<file path="src/rtl/debouncer_pkg.sv">
// Shared defaults, stability FSM encoding and counter-width helper for debouncer_multi.
// The optional long-press feature is enabled with DEBOUNCER_LONGPRESS_EN.
package debouncer_pkg;

   localparam int DEFAULT_STABLE_CYCLES = 1_000_000;
   localparam int DEFAULT_SYNC_STAGES   = 2;
   localparam int DEFAULT_LONG_CYCLES   = 50_000_000;

   typedef enum logic {
      ST_IDLE,
      ST_QUALIFY
   } qual_state_t;

   // Counter widths must stay at least one bit even for tiny thresholds.
   function automatic int clog2_min1(input int n);
      int w;
      w = $clog2(n);
      return (w < 1) ? 1 : w;
   endfunction

endpackage

</file>
<file path="src/rtl/debouncer_channel.sv">
// One debouncer channel: synchroniser, stability-qualify FSM, edge strobes and,
// with DEBOUNCER_LONGPRESS_EN defined, a saturating long-press hold counter.
module debouncer_channel
   import debouncer_pkg::*;
#(
   parameter int   STABLE_CYCLES = DEFAULT_STABLE_CYCLES,
   parameter int   SYNC_STAGES   = DEFAULT_SYNC_STAGES,
   parameter logic RESET_LEVEL   = 1'b0
`ifdef DEBOUNCER_LONGPRESS_EN
   ,parameter int  LONG_CYCLES   = DEFAULT_LONG_CYCLES
`endif
) (
   input  logic clock,
   input  logic resetn,
   input  logic bounced,
   output logic debounced,
   output logic rise,
   output logic fall
`ifdef DEBOUNCER_LONGPRESS_EN
   ,output logic long_press
`endif
);

   localparam int               CNT_W    = clog2_min1(STABLE_CYCLES + 1);
   localparam logic [CNT_W-1:0] CNT_LAST = CNT_W'(STABLE_CYCLES - 1);

   logic [SYNC_STAGES-1:0] sync;
   logic                   s;
   qual_state_t            state;
   qual_state_t            state_next;
   logic [CNT_W-1:0]       cnt;
   logic [CNT_W-1:0]       cnt_next;
   logic                   accept;
   logic                   d_next;
   logic                   rise_next;
   logic                   fall_next;

   always_ff @(posedge clock or negedge resetn) begin
      if (!resetn) begin
         sync <= {SYNC_STAGES{RESET_LEVEL}};
      end else begin
         sync <= {sync[SYNC_STAGES-2:0], bounced};
      end
   end

   assign s = sync[SYNC_STAGES-1];

   always_ff @(posedge clock or negedge resetn) begin
      if (!resetn) begin
         state     <= ST_IDLE;
         cnt       <= '0;
         debounced <= RESET_LEVEL;
         rise      <= 1'b0;
         fall      <= 1'b0;
      end else begin
         state     <= state_next;
         cnt       <= cnt_next;
         debounced <= d_next;
         rise      <= rise_next;
         fall      <= fall_next;
      end
   end

   // In IDLE the counter is known to be zero, so a single-cycle threshold accepts immediately.
   always_comb begin
      state_next = state;
      cnt_next   = cnt;
      accept     = 1'b0;
      d_next     = debounced;
      rise_next  = 1'b0;
      fall_next  = 1'b0;
      case (state)
         ST_IDLE: begin
            if (s != debounced) begin
               if (STABLE_CYCLES == 1) begin
                  accept = 1'b1;
               end else begin
                  cnt_next   = CNT_W'(1);
                  state_next = ST_QUALIFY;
               end
            end
         end
         ST_QUALIFY: begin
            if (s == debounced) begin
               cnt_next   = '0;
               state_next = ST_IDLE;
            end else if (cnt == CNT_LAST) begin
               accept = 1'b1;
            end else begin
               cnt_next = cnt + CNT_W'(1);
            end
         end
         default: begin
            cnt_next   = '0;
            state_next = ST_IDLE;
         end
      endcase
      if (accept) begin
         d_next     = s;
         cnt_next   = '0;
         rise_next  = s;
         fall_next  = ~s;
         state_next = ST_IDLE;
      end
   end

`ifdef DEBOUNCER_LONGPRESS_EN
   localparam int                HOLD_W   = clog2_min1(LONG_CYCLES + 1);
   localparam logic [HOLD_W-1:0] HOLD_MAX = HOLD_W'(LONG_CYCLES);

   logic [HOLD_W-1:0] hold;
   logic              active;

   assign active = (debounced != RESET_LEVEL);

   // Saturation at HOLD_MAX is what limits the strobe to one per press.
   always_ff @(posedge clock or negedge resetn) begin
      if (!resetn) begin
         hold       <= '0;
         long_press <= 1'b0;
      end else if (!active) begin
         hold       <= '0;
         long_press <= 1'b0;
      end else if (hold != HOLD_MAX) begin
         hold       <= hold + HOLD_W'(1);
         long_press <= (hold == HOLD_MAX - HOLD_W'(1));
      end else begin
         long_press <= 1'b0;
      end
   end
`endif

endmodule

</file>
<file path="src/rtl/debouncer_multi.sv">
// Multi-channel debouncer top: one independent debouncer_channel per input bit.
// Define DEBOUNCER_LONGPRESS_EN to add the LONG_CYCLES parameter and long_o strobes.
module debouncer_multi
   import debouncer_pkg::*;
#(
   parameter int   CHANNELS      = 4,
   parameter int   STABLE_CYCLES = DEFAULT_STABLE_CYCLES,
   parameter int   SYNC_STAGES   = DEFAULT_SYNC_STAGES,
   parameter logic RESET_LEVEL   = 1'b0
`ifdef DEBOUNCER_LONGPRESS_EN
   ,parameter int  LONG_CYCLES   = DEFAULT_LONG_CYCLES
`endif
) (
   input  logic                clock,
   input  logic                resetn,
   input  logic [CHANNELS-1:0] bounced_i,
   output logic [CHANNELS-1:0] debounced_o,
   output logic [CHANNELS-1:0] rise_o,
   output logic [CHANNELS-1:0] fall_o
`ifdef DEBOUNCER_LONGPRESS_EN
   ,output logic [CHANNELS-1:0] long_o
`endif
);

   if (CHANNELS < 1 || STABLE_CYCLES < 1 || SYNC_STAGES < 2) begin : g_param_check
      $error("debouncer_multi: need CHANNELS>=1, STABLE_CYCLES>=1, SYNC_STAGES>=2");
   end

   for (genvar i = 0; i < CHANNELS; i++) begin : g_ch
      debouncer_channel #(
         .STABLE_CYCLES (STABLE_CYCLES),
         .SYNC_STAGES   (SYNC_STAGES),
         .RESET_LEVEL   (RESET_LEVEL)
`ifdef DEBOUNCER_LONGPRESS_EN
         ,.LONG_CYCLES  (LONG_CYCLES)
`endif
      ) u_ch (
         .clock      (clock),
         .resetn     (resetn),
         .bounced    (bounced_i[i]),
         .debounced  (debounced_o[i]),
         .rise       (rise_o[i]),
         .fall       (fall_o[i])
`ifdef DEBOUNCER_LONGPRESS_EN
         ,.long_press (long_o[i])
`endif
      );
   end

endmodule

</file>
<file path="config.mk">
export PLATFORM = sky130hd
export DESIGN_NAME = debouncer_multi
export DESIGN_NICKNAME = d
export VERILOG_FILES = /design/src/rtl/debouncer_pkg.sv /design/src/rtl/debouncer_channel.sv /design/src/rtl/debouncer_multi.sv
export SDC_FILE = /design/constraint.sdc
export NUM_CORES = 1
export LEC_CHECK = 0
export CORE_MARGIN = 10
export CORE_UTILIZATION = 60
export CTS_BUF_LIST = sky130_fd_sc_hd__clkbuf_8
export DETAILED_ROUTE_END_ITERATION = 8
export DONT_BUFFER_PORTS = 1
export GPL_ROUTABILITY_DRIVEN = 0
export PLACE_DENSITY = 0.85
export SYNTH_ARGS = -nofsm -noshare
export SYNTH_HDL_FRONTEND = slang
export SYNTH_SLANG_ARGS = --single-unit
</file>
<file path="constraint.sdc">
create_clock -name clock -period 2.3 [get_ports clock]
set_input_delay 0.575 -clock clock [delete_from_list [all_inputs] [get_ports clock]]
set_output_delay 0.575 -clock clock [all_outputs]
set_load 0.01 [all_outputs]
</file>
* Word-level counts from Yosys, hierarchy flattened
Cells that the tools add are included. W data, S select, Z words.
Operators by class: add/sub/neg operators 4, equality and inequality tests 20, multiplexer cells 56, bitwise operators 8, reductions and logical operators 4
Operators by type and width (number):
- $mux W20 | 16
- $pmux W20 S2 | 4
- $add A20 B1 Y20 const B | 4
- $eq A20 B20 Y1 const B | 4
- $mux W1 | 32
- $ne A4 B4 Y1 const B | 4
- $ne A3 B1 Y1 const B | 4
- $not A1 Y1 | 8
- $pmux W1 S2 | 4
- $reduce_and A2 Y1 | 4
- $eq A1 B1 Y1 | 4
- $ne A1 B1 Y1 | 4
Word-level totals: flip-flop bits (word level) 104, input port bits 6, output and inout port bits 12

* Logic depth before layout (Yosys ltp)
word-level depth 6, gate-level depth with buffers 8, gate-level depth less buffers 6

* Modules after synthesis
From an unflattened synthesis, not the netlist that was laid out.
Unflattened totals: cell total of the unflattened synthesis 592, area, all modules 5470.2 µm²
Modules (own cells, without submodules):
- debouncer_channel | times used 4, cells an instance 148, area an instance 1367.6 µm², seq. area each 650.6 µm²

* Worst setup path before layout
No wires, ideal clock.
kind flip-flop to flip-flop, start point register g_ch[2].u_ch.cnt[0], end point register g_ch[2].u_ch.cnt[18], arrival 1766 ps, slack 413 ps, stages on the path, launching flop included 8, path buffers 1, path through dfrtp_1 ha_1 nand4_2 nor4_4 a21oi_2 buf_4 a21o_1 a22o_1
Between the ends: word-level cells in the longest chain between the ends 6
Ends and longest elaborated chain:
- from (decl) | line debouncer_channel.sv:31 | logic [CNT_W-1:0] cnt;
- from (signal assigned) | line debouncer_channel.sv:57 | cnt <= cnt_next;
- branches (longest 6 deep; another with $add A20 B1 Y20)
Several ways; the timed one is not identified. The select of a mux whose other input is x is not followed. A chain may end at the register's enable or synchronous reset.

* Worst setup path after layout
start point register g_ch[2].u_ch.cnt[1], end point register g_ch[2].u_ch.cnt[15]
Same word-level chain as after synthesis.

==> impl_results.md <==
- Register area share after synthesis: 0.472
- Total wire length: 11000 um
- Syn_nets: 582
- Layout Nets: 570
- Root Driver: clkbuf_8
- Detailed-route via count: 4371
- CORE AREA: 0.00885 sq mm
- Clk buf depth: 2
- Vias in the first global route: 4045
- First-pass GRT wire length: 19000 um
- Die Wd: 116 um
- Post-route setup slack: 0.166 ns
- Outcome: finished, violations left
- FP Rows: 34
- Place WS: -0.0848 ns
- EDFF count, synth: 0
- Sw Share: 0.256
- Initial core utilization: 0.624
- Unique cell type count in the Yosys netlist: 57
- Wirelength per Cell: 16.4 um
- Pleak: 2.49 nW
- Critical-path cell with the highest stage delay: dfrtp_1
- Net switching power: 853 uW
- Die Area: 0.0134 sq mm
- FFs w/ async S/R, synth: 1.00
- First drt pass iteration count: 5
- Setup crit end kind: flop
- Crit-path cells: ha_1 -> nand4_2 -> nor4_4 -> a21oi_2 -> buf_4 -> and3_1 -> a221o_1
- Reg-to-reg slack, setup: 0.17 ns
- Number of remaining DRC errors: 0
- Combinational fraction of design power: 0.068
- Postcts setup bufs: 0
- Critical path data arrival time: 2.39 ns
- Synthesized-area fraction occupied by adder cells: 0.00907
- Largest family of logic cells by synthesized area: simple AND/OR/NAND/NOR gates
- Layout cells sized above 1: 0.0957
- Crit Path Category: reg2reg
- TNS Setup: 0 ns
- Cell area after placement: 0.00551 sq mm
- Clock latency on the worst-skew pair: 0.37 ns
- Antenna violations before repair: 0
- CP peak stage delay: 0.45 ns
- DP Cell Count: 657
- Num CTS Buffers: 9
- Number of buffers added on ports: 0
- Simple logic cell fraction of the synthesized area: 0.243
- Hold Fails Final Rpt: 104
- Max Cap Violations: 0
- Clock group share of total power: 0.334
- Critical Path RT: 2.56 ns
- P_int: 2.49 mW
- Worst Path Max Fanout: 13
- Largest net degree at the start of global routing: 105
- Layout Cells excl Fill: 672
- Post-synthesis compound-gate area fraction: 0.180
- Hold Path Class: in2async
- Avg Cell Area, Syn: 9.65 sq um
- Design area: 0.00571 sq mm
- # IOs: 18
- GRT Util Overall: 0.169
- Sequential share of power: 0.598
- Worst setup SP type: flop
- Final core occ: 0.646
- Final period util: 0.928
- Synth-to-layout area growth: 3.49%
- Failing checks: hold timing
- R2R cell count: 7
- Multiplexer area fraction after synthesis: 0.0172
- Hpwl dp: 7380 um
- RSZ-0062 raised after global routing: no
- Top-area cell type share of the netlist area: 0.472
- Setup Viol. Count Final: 0
- # H-tree levels: 3
- Clock period minus worst slack: 2.13 ns
- FF-to-FF Start: g_ch[2].u_ch.cnt[1]$_DFFE_PN0P_
- Prevailing post-synth register cell: dfrtp_1
- XOR/XNOR Fraction of Synth Area: 0.0254
- Clk sinks: 104
- Syn Inst Count: 572
- Max Freq: 469 MHz
- Tightest Pin Transition: 0.874 ns
- Die Height: 116 um
- Synth Register Bits: 104
- Hold Worst Slack: -0.114 ns
- Remaining global-route overflow: 0
- Final ANT Viol Nets: 0
- Max Clock Skew: 0.00687 ns
- Pwr Density: 585 mW/mm^2
- Largest cells by area after synthesis: dfrtp_1, a31oi_1, nand2_1, a22o_1, nand3_1
- Routed vias/inst: 6.50
- Overall power: 3.34 mW
- Clk slew on worst S/H paths: 0.10 ns
- Cell taking the most area after synthesis: dfrtp_1
- # diodes: 0
- Max-Slew Margin vs Limit: 0.415
- CTS tree: done
- Pins over their slew limit: 0
- Yosys warnings: 0
- 1st-iter DRT viols: 340
- Max VDD drop: 0.330 mV
- Cell Area, Synth: 0.00552 sq mm
- Worst reg2reg path endpoint: g_ch[2].u_ch.cnt[15]$_DFFE_PN0P_
-- synthesized netlist by cell type (3+ instances only) --
cell	number
xnor2_1	8
a21oi_1	30
buf_4	14
a211oi_1	5
nor2_1	41
dfrtp_1	104
or2_2	5
ha_1	4
inv_1	15
and3_1	13
nand2_1	58
and4_1	10
o21ai_0	24
nor4_1	4
nand2b_1	5
a31oi_1	43
nand3_1	37
a22o_1	22
xor2_1	8
o211ai_1	4
nor3_1	9
buf_2	9
buf_6	4
clkbuf_1	5
buf_1	3
mux2_2	3
nor4_4	4
nand4_1	16
mux2i_1	5
and2_1	9
a41oi_1	5
a21o_1	6
nand3b_1	6
a21oi_2	5
-- critical path, delay by kind of cell, from the launching register on --
family,cells,cell delay (ns)
DFF,1,0.45
AOI/OAI and AO/OA,2,0.44
adders and majority gates,1,0.27
buffers and inverters,1,0.22
and+or+nand+nor,3,0.66
-- layer usage --
| layer | vias up | track usage | share of wire |
|---|---|---|---|
| li1 | 2078 | - | - |
| met1 | 2146 | 0.221 | 0.45 |
| met2 | 134 | 0.269 | 0.47 |
| met3 | 13 | 0.0450 | 0.064 |
| met4 | 0 | 0.0534 | 0.011 |
| met5 | - | 0 | 0 |
-- power by group through the flow --
stage / clock, mW / combinational, mW / sequential, mW
after CTS: 1.15 / 0.227 / 1.99
after detailed placement: 0 / 0.225 / 2.03
after global routing: 1.22 / 0.259 / 2.01
final: 1.12 / 0.227 / 2.00
after global placement: 0 / 0.211 / 2.02
after floorplan: 0 / 0.201 / 2.00
-- repair_timing --
item | CTS | global route
endpoints found under the hold margin | 104 | 104
pin swaps | 0 | 1
setup endpoints to repair | 7 | 4
gates resized for setup | 1 | 1
-- logic make-up (layout without fill, tap and decap cells) --
family                     Yosys count  count (layout)
buffers and inverters               51              43
and+or+nand+nor                    237             237
muxes                                9               9
AOI/OAI and AO/OA                  151             151
xor gates and xnor gates            16              16
adders and majority gates            4               4
DFF                                104             104
-- cell type report --
cell class	instances	area (sq um)
Tap cell	108	135
Fill cell	713	3140
Multi-Input combinational cell	417	2630
Clock inverter	6	62.6
Clock buffer	9	124
Sequential cell	104	2600
Inverter	15	56.3
Timing Repair Buffer	13	97.6
-- sequential cells by signal (all words and copies together), names as in the netlist --
name / flops
g_ch.u_ch.rise: 4
g_ch.u_ch.cnt: 80
g_ch.u_ch.state: 4
g_ch.u_ch.sync: 8
g_ch.u_ch.debounced: 4
g_ch.u_ch.fall: 4
-- cell usage in the layout (no fill, tap or decap), types with 16 or more instances in the layout --
master   instances
nand2_1         58
a31oi_1         43
o21ai_0         24
dfrtp_1        104
a22o_1          22
inv_1           17
nand4_1         16
nand3_1         37
a21oi_1         30
nor2_1          41
-- worst max-delay path by stage --
stage	startpoint	endpoint	slack, ns	cells past startpoint
floorplan	g_ch[2].u_ch.cnt[0]$_DFFE_PN0P_	g_ch[2].u_ch.cnt[18]$_DFFE_PN0P_	0.41	7
global placement	g_ch[3].u_ch.cnt[1]$_DFFE_PN0P_	g_ch[3].u_ch.cnt[7]$_DFFE_PN0P_	0.06	6
detailed placement	g_ch[3].u_ch.cnt[1]$_DFFE_PN0P_	g_ch[3].u_ch.cnt[6]$_DFFE_PN0P_	-0.08	6
CTS	g_ch[2].u_ch.cnt[1]$_DFFE_PN0P_	g_ch[2].u_ch.cnt[15]$_DFFE_PN0P_	0.06	7
global route	g_ch[2].u_ch.cnt[1]$_DFFE_PN0P_	g_ch[2].u_ch.cnt[15]$_DFFE_PN0P_	0.002	7
finish	g_ch[2].u_ch.cnt[1]$_DFFE_PN0P_	g_ch[2].u_ch.cnt[15]$_DFFE_PN0P_	0.17	7
Power figures use the tool's default switching activity.
